**config.mk**
```make
export PLATFORM = sky130hd
export DESIGN_NAME = cpu_controller_flat
export DESIGN_NICKNAME = d
export VERILOG_FILES = /design/src/rtl/cpu_controller_pkg.sv /design/src/rtl/cpu_controller_if.sv /design/src/rtl/cpu_controller_instr_decoder.sv /design/src/rtl/cpu_controller.sv /design/src/flat_wrapper.sv
export SDC_FILE = /design/constraint.sdc
export NUM_CORES = 1
export LEC_CHECK = 0
export ABC_AREA = 1
export CORE_ASPECT_RATIO = 0.8
export CORE_UTILIZATION = 42
export CTS_CLUSTER_DIAMETER = 40
export DETAILED_ROUTE_END_ITERATION = 10
export GPL_TIMING_DRIVEN = 1
export PLACE_DENSITY = 0.88
export SYNTH_ARGS = -nofsm -noshare
export SYNTH_HDL_FRONTEND = slang
export SYNTH_SLANG_ARGS = --single-unit
```
**constraint.sdc**
```tcl
create_clock -name clk -period 2.3 [get_ports clk]
set_input_delay 0.69 -clock clk [delete_from_list [all_inputs] [get_ports clk]]
set_output_delay 0.69 -clock clk [all_outputs]
set_load 0.02 [all_outputs]
```
**src/rtl/cpu_controller_pkg.sv**
```systemverilog
// cpu_defs: shared constants for the CPU controller slice.
//   - datapath / register-number widths
//   - ALU op codes, instruction opcode/op fields, write-back selects
//   - FSM state encoding (plain localparams so legacy tools can consume it)
package cpu_defs;

    localparam int DATA_W = 16;
    localparam int REG_AW = 3;

    localparam logic [1:0] ALU_ADD = 2'b00;
    localparam logic [1:0] ALU_CMP = 2'b01;
    localparam logic [1:0] ALU_AND = 2'b10;
    localparam logic [1:0] ALU_NOT = 2'b11;

    localparam logic [2:0] OPC_ALU = 3'b101;
    localparam logic [2:0] OPC_MOV = 3'b110;

    localparam logic [1:0] OP_MOV_REG = 2'b00;
    localparam logic [1:0] OP_MOV_IMM = 2'b10;
    localparam logic [1:0] OP_ADD     = 2'b00;
    localparam logic [1:0] OP_CMP     = 2'b01;
    localparam logic [1:0] OP_AND     = 2'b10;
    localparam logic [1:0] OP_MVN     = 2'b11;

    localparam logic [1:0] VSEL_C   = 2'b00;
    localparam logic [1:0] VSEL_IMM = 2'b01;

    localparam logic [2:0] S_WAIT   = 3'd0;
    localparam logic [2:0] S_DECODE = 3'd1;
    localparam logic [2:0] S_GETA   = 3'd2;
    localparam logic [2:0] S_GETB   = 3'd3;
    localparam logic [2:0] S_EXEC   = 3'd4;
    localparam logic [2:0] S_WREG   = 3'd5;
    localparam logic [2:0] S_WIMM   = 3'd6;

endpackage

```
**src/rtl/cpu_controller_if.sv**
```systemverilog
// cpu_controller_if: instruction-side handshake plus datapath control bundle.
//   instruction side : in, load, s (to controller), w (from controller)
//   datapath control : readnum, writenum, write, vsel, loada/b/c, loads,
//                      asel, ALUop, shift, sximm8, sximm5 (from controller)
// modport master = controller, modport slave = datapath / instruction source.
interface cpu_controller_if #(
    parameter int DATA_W = cpu_defs::DATA_W,
    parameter int REG_AW = cpu_defs::REG_AW
);
    logic [DATA_W-1:0] in;
    logic              load;
    logic              s;
    logic              w;
    logic [REG_AW-1:0] readnum;
    logic [REG_AW-1:0] writenum;
    logic              write;
    logic [1:0]        vsel;
    logic              loada;
    logic              loadb;
    logic              loadc;
    logic              loads;
    logic              asel;
    logic [1:0]        ALUop;
    logic [1:0]        shift;
    logic [DATA_W-1:0] sximm8;
    logic [DATA_W-1:0] sximm5;

    modport master (
        input  in, load, s,
        output w, readnum, writenum, write, vsel, loada, loadb, loadc, loads,
               asel, ALUop, shift, sximm8, sximm5
    );

    modport slave (
        output in, load, s,
        input  w, readnum, writenum, write, vsel, loada, loadb, loadc, loads,
               asel, ALUop, shift, sximm8, sximm5
    );
endinterface

```
**src/rtl/cpu_controller_instr_decoder.sv**
```systemverilog
// instr_decoder: purely combinational split of the instruction register.
//   ir      in   instruction register
//   opcode  out  ir[15:13]      op  out  ir[12:11]
//   rn      out  ir[10:8]       rd  out  ir[7:5]
//   sh      out  ir[4:3]        rm  out  ir[2:0]
//   sximm8  out  sign-extended ir[7:0]
//   sximm5  out  sign-extended ir[4:0]
module instr_decoder
    import cpu_defs::*;
(
    input  logic [DATA_W-1:0] ir,
    output logic [2:0]        opcode,
    output logic [1:0]        op,
    output logic [REG_AW-1:0] rn,
    output logic [REG_AW-1:0] rd,
    output logic [1:0]        sh,
    output logic [REG_AW-1:0] rm,
    output logic [DATA_W-1:0] sximm8,
    output logic [DATA_W-1:0] sximm5
);
    assign opcode = ir[15:13];
    assign op     = ir[12:11];
    assign rn     = ir[10:8];
    assign rd     = ir[7:5];
    assign sh     = ir[4:3];
    assign rm     = ir[2:0];
    assign sximm8 = {{(DATA_W-8){ir[7]}}, ir[7:0]};
    assign sximm5 = {{(DATA_W-5){ir[4]}}, ir[4:0]};
endmodule

```
**src/rtl/cpu_controller.sv**
```systemverilog
// cpu_controller: instruction register + multicycle FSM steering the ALU datapath.
//   clk      in   rising-edge clock
//   reset_n  in   asynchronous active-low reset
//   bus      master side of cpu_controller_if (instruction in, w out,
//            register numbers, load strobes, write-back select, ALU controls)
// Outputs are Moore: a function of state and IR only.
//
// state  | meaning
// WAIT   | idle, w = 1, IR may be loaded, s starts execution
// DECODE | classify IR, pick first operand state (or drop illegal)
// GETA   | read Rn into A
// GETB   | read Rm into B
// EXEC   | run ALU; CMP updates status, others load C
// WREG   | write C to Rd
// WIMM   | write sximm8 to Rn
module cpu_controller
    import cpu_defs::*;
(
    input  logic               clk,
    input  logic               reset_n,
    cpu_controller_if.master   bus
);
    logic [2:0]        state_q, state_d;
    logic [DATA_W-1:0] ir_q, ir_d;

    logic [2:0]        opcode;
    logic [1:0]        op;
    logic [REG_AW-1:0] rn, rd, rm;
    logic [1:0]        sh;
    logic [DATA_W-1:0] sximm8, sximm5;

    instr_decoder u_dec (
        .ir     (ir_q),
        .opcode (opcode),
        .op     (op),
        .rn     (rn),
        .rd     (rd),
        .sh     (sh),
        .rm     (rm),
        .sximm8 (sximm8),
        .sximm5 (sximm5)
    );

    logic is_mov_imm, is_mov_reg, is_mvn, is_cmp, is_alu;

    assign is_alu     = (opcode == OPC_ALU);
    assign is_mov_imm = (opcode == OPC_MOV) && (op == OP_MOV_IMM);
    assign is_mov_reg = (opcode == OPC_MOV) && (op == OP_MOV_REG);
    assign is_mvn     = is_alu && (op == OP_MVN);
    assign is_cmp     = is_alu && (op == OP_CMP);

    always_comb begin
        state_d = state_q;
        ir_d    = ir_q;
        case (state_q)
            S_WAIT: begin
                // IR capture and start share an edge, so DECODE sees the new word.
                if (bus.load) ir_d = bus.in;
                if (bus.s)    state_d = S_DECODE;
            end
            S_DECODE: begin
                if (is_mov_imm)                 state_d = S_WIMM;
                else if (is_mov_reg || is_mvn)  state_d = S_GETB;
                else if (is_alu)                state_d = S_GETA;
                else                            state_d = S_WAIT;
            end
            S_GETA:  state_d = S_GETB;
            S_GETB:  state_d = S_EXEC;
            S_EXEC:  state_d = is_cmp ? S_WAIT : S_WREG;
            S_WREG:  state_d = S_WAIT;
            S_WIMM:  state_d = S_WAIT;
            default: state_d = S_WAIT;
        endcase
    end

    always_ff @(posedge clk or negedge reset_n) begin
        if (!reset_n) begin
            state_q <= S_WAIT;
            ir_q    <= '0;
        end else begin
            state_q <= state_d;
            ir_q    <= ir_d;
        end
    end

    logic              w;
    logic [REG_AW-1:0] readnum, writenum;
    logic              write, loada, loadb, loadc, loads, asel;
    logic [1:0]        vsel, alu_op;

    always_comb begin
        w        = 1'b0;
        readnum  = '0;
        writenum = '0;
        write    = 1'b0;
        vsel     = VSEL_C;
        loada    = 1'b0;
        loadb    = 1'b0;
        loadc    = 1'b0;
        loads    = 1'b0;
        asel     = 1'b0;
        alu_op   = ALU_ADD;
        case (state_q)
            S_WAIT: w = 1'b1;
            S_GETA: begin
                readnum = rn;
                loada   = 1'b1;
            end
            S_GETB: begin
                readnum = rm;
                loadb   = 1'b1;
            end
            S_EXEC: begin
                if (is_alu) alu_op = op;
                // MOV-reg is 0 + B; MVN ignores A, zeroed for a clean operand.
                asel  = is_mov_reg || is_mvn;
                loads = is_cmp;
                loadc = !is_cmp;
            end
            S_WREG: begin
                writenum = rd;
                vsel     = VSEL_C;
                write    = 1'b1;
            end
            S_WIMM: begin
                writenum = rn;
                vsel     = VSEL_IMM;
                write    = 1'b1;
            end
            default: ;
        endcase
    end

    assign bus.w        = w;
    assign bus.readnum  = readnum;
    assign bus.writenum = writenum;
    assign bus.write    = write;
    assign bus.vsel     = vsel;
    assign bus.loada    = loada;
    assign bus.loadb    = loadb;
    assign bus.loadc    = loadc;
    assign bus.loads    = loads;
    assign bus.asel     = asel;
    assign bus.ALUop    = alu_op;
    assign bus.shift    = sh;
    assign bus.sximm8   = sximm8;
    assign bus.sximm5   = sximm5;
endmodule
```
**src/flat_wrapper.sv**
```systemverilog
// flat-port wrapper written by rule: the top's interface ports become plain ports
module cpu_controller_flat import cpu_defs::*;
  (clk, reset_n, bus_in, bus_load, bus_s, bus_w, bus_readnum, bus_writenum, bus_write, bus_vsel, bus_loada, bus_loadb, bus_loadc, bus_loads, bus_asel, bus_ALUop, bus_shift, bus_sximm8, bus_sximm5);
  cpu_controller_if bus_i ();
  input  logic clk;
  input  logic reset_n;
  input wire logic [$bits(bus_i.in)-1:0] bus_in;
  input wire logic [$bits(bus_i.load)-1:0] bus_load;
  input wire logic [$bits(bus_i.s)-1:0] bus_s;
  output wire logic [$bits(bus_i.w)-1:0] bus_w;
  output wire logic [$bits(bus_i.readnum)-1:0] bus_readnum;
  output wire logic [$bits(bus_i.writenum)-1:0] bus_writenum;
  output wire logic [$bits(bus_i.write)-1:0] bus_write;
  output wire logic [$bits(bus_i.vsel)-1:0] bus_vsel;
  output wire logic [$bits(bus_i.loada)-1:0] bus_loada;
  output wire logic [$bits(bus_i.loadb)-1:0] bus_loadb;
  output wire logic [$bits(bus_i.loadc)-1:0] bus_loadc;
  output wire logic [$bits(bus_i.loads)-1:0] bus_loads;
  output wire logic [$bits(bus_i.asel)-1:0] bus_asel;
  output wire logic [$bits(bus_i.ALUop)-1:0] bus_ALUop;
  output wire logic [$bits(bus_i.shift)-1:0] bus_shift;
  output wire logic [$bits(bus_i.sximm8)-1:0] bus_sximm8;
  output wire logic [$bits(bus_i.sximm5)-1:0] bus_sximm5;
  assign bus_i.in = bus_in;
  assign bus_i.load = bus_load;
  assign bus_i.s = bus_s;
  assign bus_w = bus_i.w;
  assign bus_readnum = bus_i.readnum;
  assign bus_writenum = bus_i.writenum;
  assign bus_write = bus_i.write;
  assign bus_vsel = bus_i.vsel;
  assign bus_loada = bus_i.loada;
  assign bus_loadb = bus_i.loadb;
  assign bus_loadc = bus_i.loadc;
  assign bus_loads = bus_i.loads;
  assign bus_asel = bus_i.asel;
  assign bus_ALUop = bus_i.ALUop;
  assign bus_shift = bus_i.shift;
  assign bus_sximm8 = bus_i.sximm8;
  assign bus_sximm5 = bus_i.sximm5;
  cpu_controller u_core (.clk(clk), .reset_n(reset_n), .bus(bus_i));
endmodule
```
==> results.sh <==
export IMPL_crit_start_category="flop"
export IMPL_async_reset_ff_share_pct=100
export IMPL_die_height_um=51.8
export IMPL_regToRegStartpoint="u_core.state_q[1]$_DFFE_PN0P_"
export IMPL_drt_iter0_markers=33
export IMPL_run_status="complete, no violations"
export IMPL_detailed_place_hpwl_mm=2.06
export IMPL_setup_tns_final_ns=0
export IMPL_net_total_in_the_final_layout=220
export IMPL_setup_worst_path_end_class="output pin"
export IMPL_p_total_mw=2.66
export IMPL_drc_errors=0
export IMPL_min_period_over_period_pct=96.2
export IMPL_leakage_component_of_the_power_nw=0.874
export IMPL_regToRegEndpoint="u_core.ir_q[7]$_DFFE_PN0P_"
export IMPL_grt_overflow=0
export IMPL_synth_cell_type_count=22
export IMPL_most_instantiated_flip_flop_cell_in_the_synthesis_netlist="sky130_fd_sc_hd__dfrtp_1"
export IMPL_mostFrequentLayoutCells="sky130_fd_sc_hd__clkdlybuf4s50_1 (53), sky130_fd_sc_hd__nand2_1 (32), sky130_fd_sc_hd__dfrtp_1 (19)"
export IMPL_reg2reg_depth=6
export IMPL_max_cap_violations=0
export IMPL_period_minus_slack_ns=2.21
export IMPL_layout_cell_area_non_filler_um2=1760
export IMPL_die_area_um2=3330
export IMPL_avgViaCountPerCell=4.51
export IMPL_cts_max_path_buffers=2
export IMPL_diodes=0
export IMPL_synth_top_area_share_pct=36.5
export IMPL_maxSlewViolCount=0
export IMPL_crit_path_max_incr_delay_ns=0.46
export IMPL_report_final_setup_viol=0
export IMPL_maxClockFrequency_ghz=0.452
export IMPL_class_of_the_tightest_hold_or_removal_check="flop to flop"
export IMPL_detail_route_first_pass_iterations=4
export IMPL_mappedNetlistArea_um2=1300
export IMPL_grt_pass1_wl_mm=3.98
export IMPL_critPathSlowestCell="sky130_fd_sc_hd__dfrtp_1"
export IMPL_mostFrequentLayoutCell="sky130_fd_sc_hd__clkdlybuf4s50_1"
export IMPL_detail_route_antenna_nets=0
export IMPL_coreArea_um2=2850
export IMPL_crit_type="flop to output pin"
export IMPL_cp_arrival_ns=1.52
export IMPL_clock_tree_from_tritoncts="built"
export IMPL_syn_avg_cell_area_um2=8.03
export IMPL_flow_area_growth_from_synthesis_pct=34.9
export IMPL_global_routing_met2_resource_utilization_pct=27.5
export IMPL_grtUsageMet1_pct=18.9
export IMPL_ys_seq_area_share_pct=36.5
export IMPL_ys_ff_latch=19
export IMPL_synth_area_leaders="sky130_fd_sc_hd__dfrtp_1 (37%), sky130_fd_sc_hd__buf_4 (21%), sky130_fd_sc_hd__nand2_1 (9.2%)"
export IMPL_cts_hold_buffers=0
export IMPL_worst_skew_pair_late_latency_ns=0.25
export IMPL_final_setup_skew_ns=0.00170
export IMPL_critical_path_cell_chain="nor2_4 > nand2_1 > nor3_1 > dlygate4sd1_1"
export IMPL_synth_largest_area_cell="sky130_fd_sc_hd__dfrtp_1"
export IMPL_timing_critical_path_from="u_core.state_q[1]$_DFFE_PN0P_"
export IMPL_pwr_density_cell_nw_per_um2=1520
export IMPL_critical_path_max_fanout=6
export IMPL_number_of_synthesized_flops_with_an_enable_pin=0
export IMPL_initial_utilization_pct=45.7
export IMPL_vdd_ir_drop_worst_mv=0.954
export IMPL_vias=1068
export IMPL_post_route_cells_drive_above_1_share_pct=15.6
export IMPL_row_count=17
export IMPL_cts_root_buf="sky130_fd_sc_hd__clkbuf_8"
export IMPL_cts_htree_levels=1
export IMPL_post_syn_nets=182
export IMPL_critical_path_required_ns=1.61
export IMPL_place_gp_congestion=0.774
export IMPL_crit_path_end="bus_ALUop[1]"
export IMPL_global_route_track_usage_on_met3_pct=5.26
export IMPL_grt_setup_unrepaired="no"
export IMPL_maximum_number_of_pins_on_one_net_before_global_route_repair=25
export IMPL_final_wl_mm=2.58
export IMPL_synthesis_yosys_warnings=0
export IMPL_syn_instance_count=162
export IMPL_drt_wirelength_per_cell_um=10.9
export IMPL_clk_transition_reported_paths_ns=0.07
export IMPL_initial_antenna_violation_count=0
export IMPL_io_pin_count=71
export IMPL_tritoncts_num_buffers=3
export IMPL_dpl_cell_area_um2=1750
export IMPL_most_used_routing_layer="met2"
export IMPL_first_global_vias=920
export IMPL_tritoncts_num_sinks=19
export IMPL_portBuffers=69
export IMPL_layout_core_utilization_pct=61.6
export IMPL_groute_usage_overall_pct=16.1
export IMPL_reg2reg_slack_ns=1.04
export IMPL_die_width_um=64.2
export IMPL_hold_violations=0
[worst min path at each step]
stage	start	to	cells past startpoint
after global placement	u_core.ir_q[14]$_DFFE_PN0P_	u_core.ir_q[14]$_DFFE_PN0P_	2
final	u_core.ir_q[15]$_DFFE_PN0P_	u_core.ir_q[15]$_DFFE_PN0P_	2
after CTS	u_core.ir_q[15]$_DFFE_PN0P_	u_core.ir_q[15]$_DFFE_PN0P_	2
after floorplan	reset_n	u_core.ir_q[0]$_DFFE_PN0P_	0
after global routing	u_core.ir_q[15]$_DFFE_PN0P_	u_core.ir_q[15]$_DFFE_PN0P_	2
after detailed placement	u_core.ir_q[14]$_DFFE_PN0P_	u_core.ir_q[14]$_DFFE_PN0P_	2
[what timing repair did]
action | 4_1_cts | 5_1_grt
gates resized for setup | 17 | 22
setup endpoints to repair | 16 | 10
setup buffers | 0 | 0
[routing by layer]
metal | vias up | wire, µm
met1 | 465 | 1120
li1 | 547 | -
met4 | 0 | 38
met3 | 5 | 241
met2 | 51 | 1180
met5 | - | 0
[registers in the layout (all words and copies together) (netlist names)]
register and count:
u_core.ir_q 16, u_core.state_q 3
[cells by family after synthesis]
kind of cell,count (synthesis),synth area share [%]
buffers and inverters,56,28.9
other,1,0.288
AOI/OAI and AO/OA,18,9.52
DFF,19,36.5
and+or+nand+nor,68,24.7
[synth_stat cells, types with 2 or more instances]
| master | instances |
|---|---|
| sky130_fd_sc_hd__a21oi_2 | 8 |
| sky130_fd_sc_hd__o21ai_0 | 3 |
| sky130_fd_sc_hd__buf_4 | 36 |
| sky130_fd_sc_hd__nor2_1 | 13 |
| sky130_fd_sc_hd__a21oi_1 | 3 |
| sky130_fd_sc_hd__o22ai_1 | 3 |
| sky130_fd_sc_hd__nor2_2 | 4 |
| sky130_fd_sc_hd__nor3_1 | 2 |
| sky130_fd_sc_hd__dfrtp_1 | 19 |
| sky130_fd_sc_hd__nand2_1 | 32 |
| sky130_fd_sc_hd__inv_1 | 16 |
| sky130_fd_sc_hd__nand3_1 | 13 |
[stage by stage]
step	setup WS (ns)	hold WS, ns	instances
global route	0.000167	0.547	237
detailed placement	0.0109	0.491	233
floorplan	0.405	0.394	162
global placement	0.0626	0.483	233
CTS	0.0158	0.517	237
finish	0.0869	0.523	237
[where the power goes]
group          internal (mW)  switching, mW  leakage [nW]
Sequential             0.496          0.166         0.225
Clock                  0.123          0.103        0.0228
Combinational          0.760           1.02         0.625
Total                   1.38           1.28         0.874
[final cells by class]
cell class	count	area, µm²
repair buffers	71	661
multi-input cells	87	452
inverters	18	75.1
well taps	38	47.5
flip-flops and latches	19	475
clock buffers	4	45.0
fillers	266	1090
[critical path, delay by kind of cell (launching register included)]
family,cells,cell delay (ns)
simple gates,3,0.48
buf+inv,1,0.33
flops,1,0.46
(Power assumes the default switching activity.)
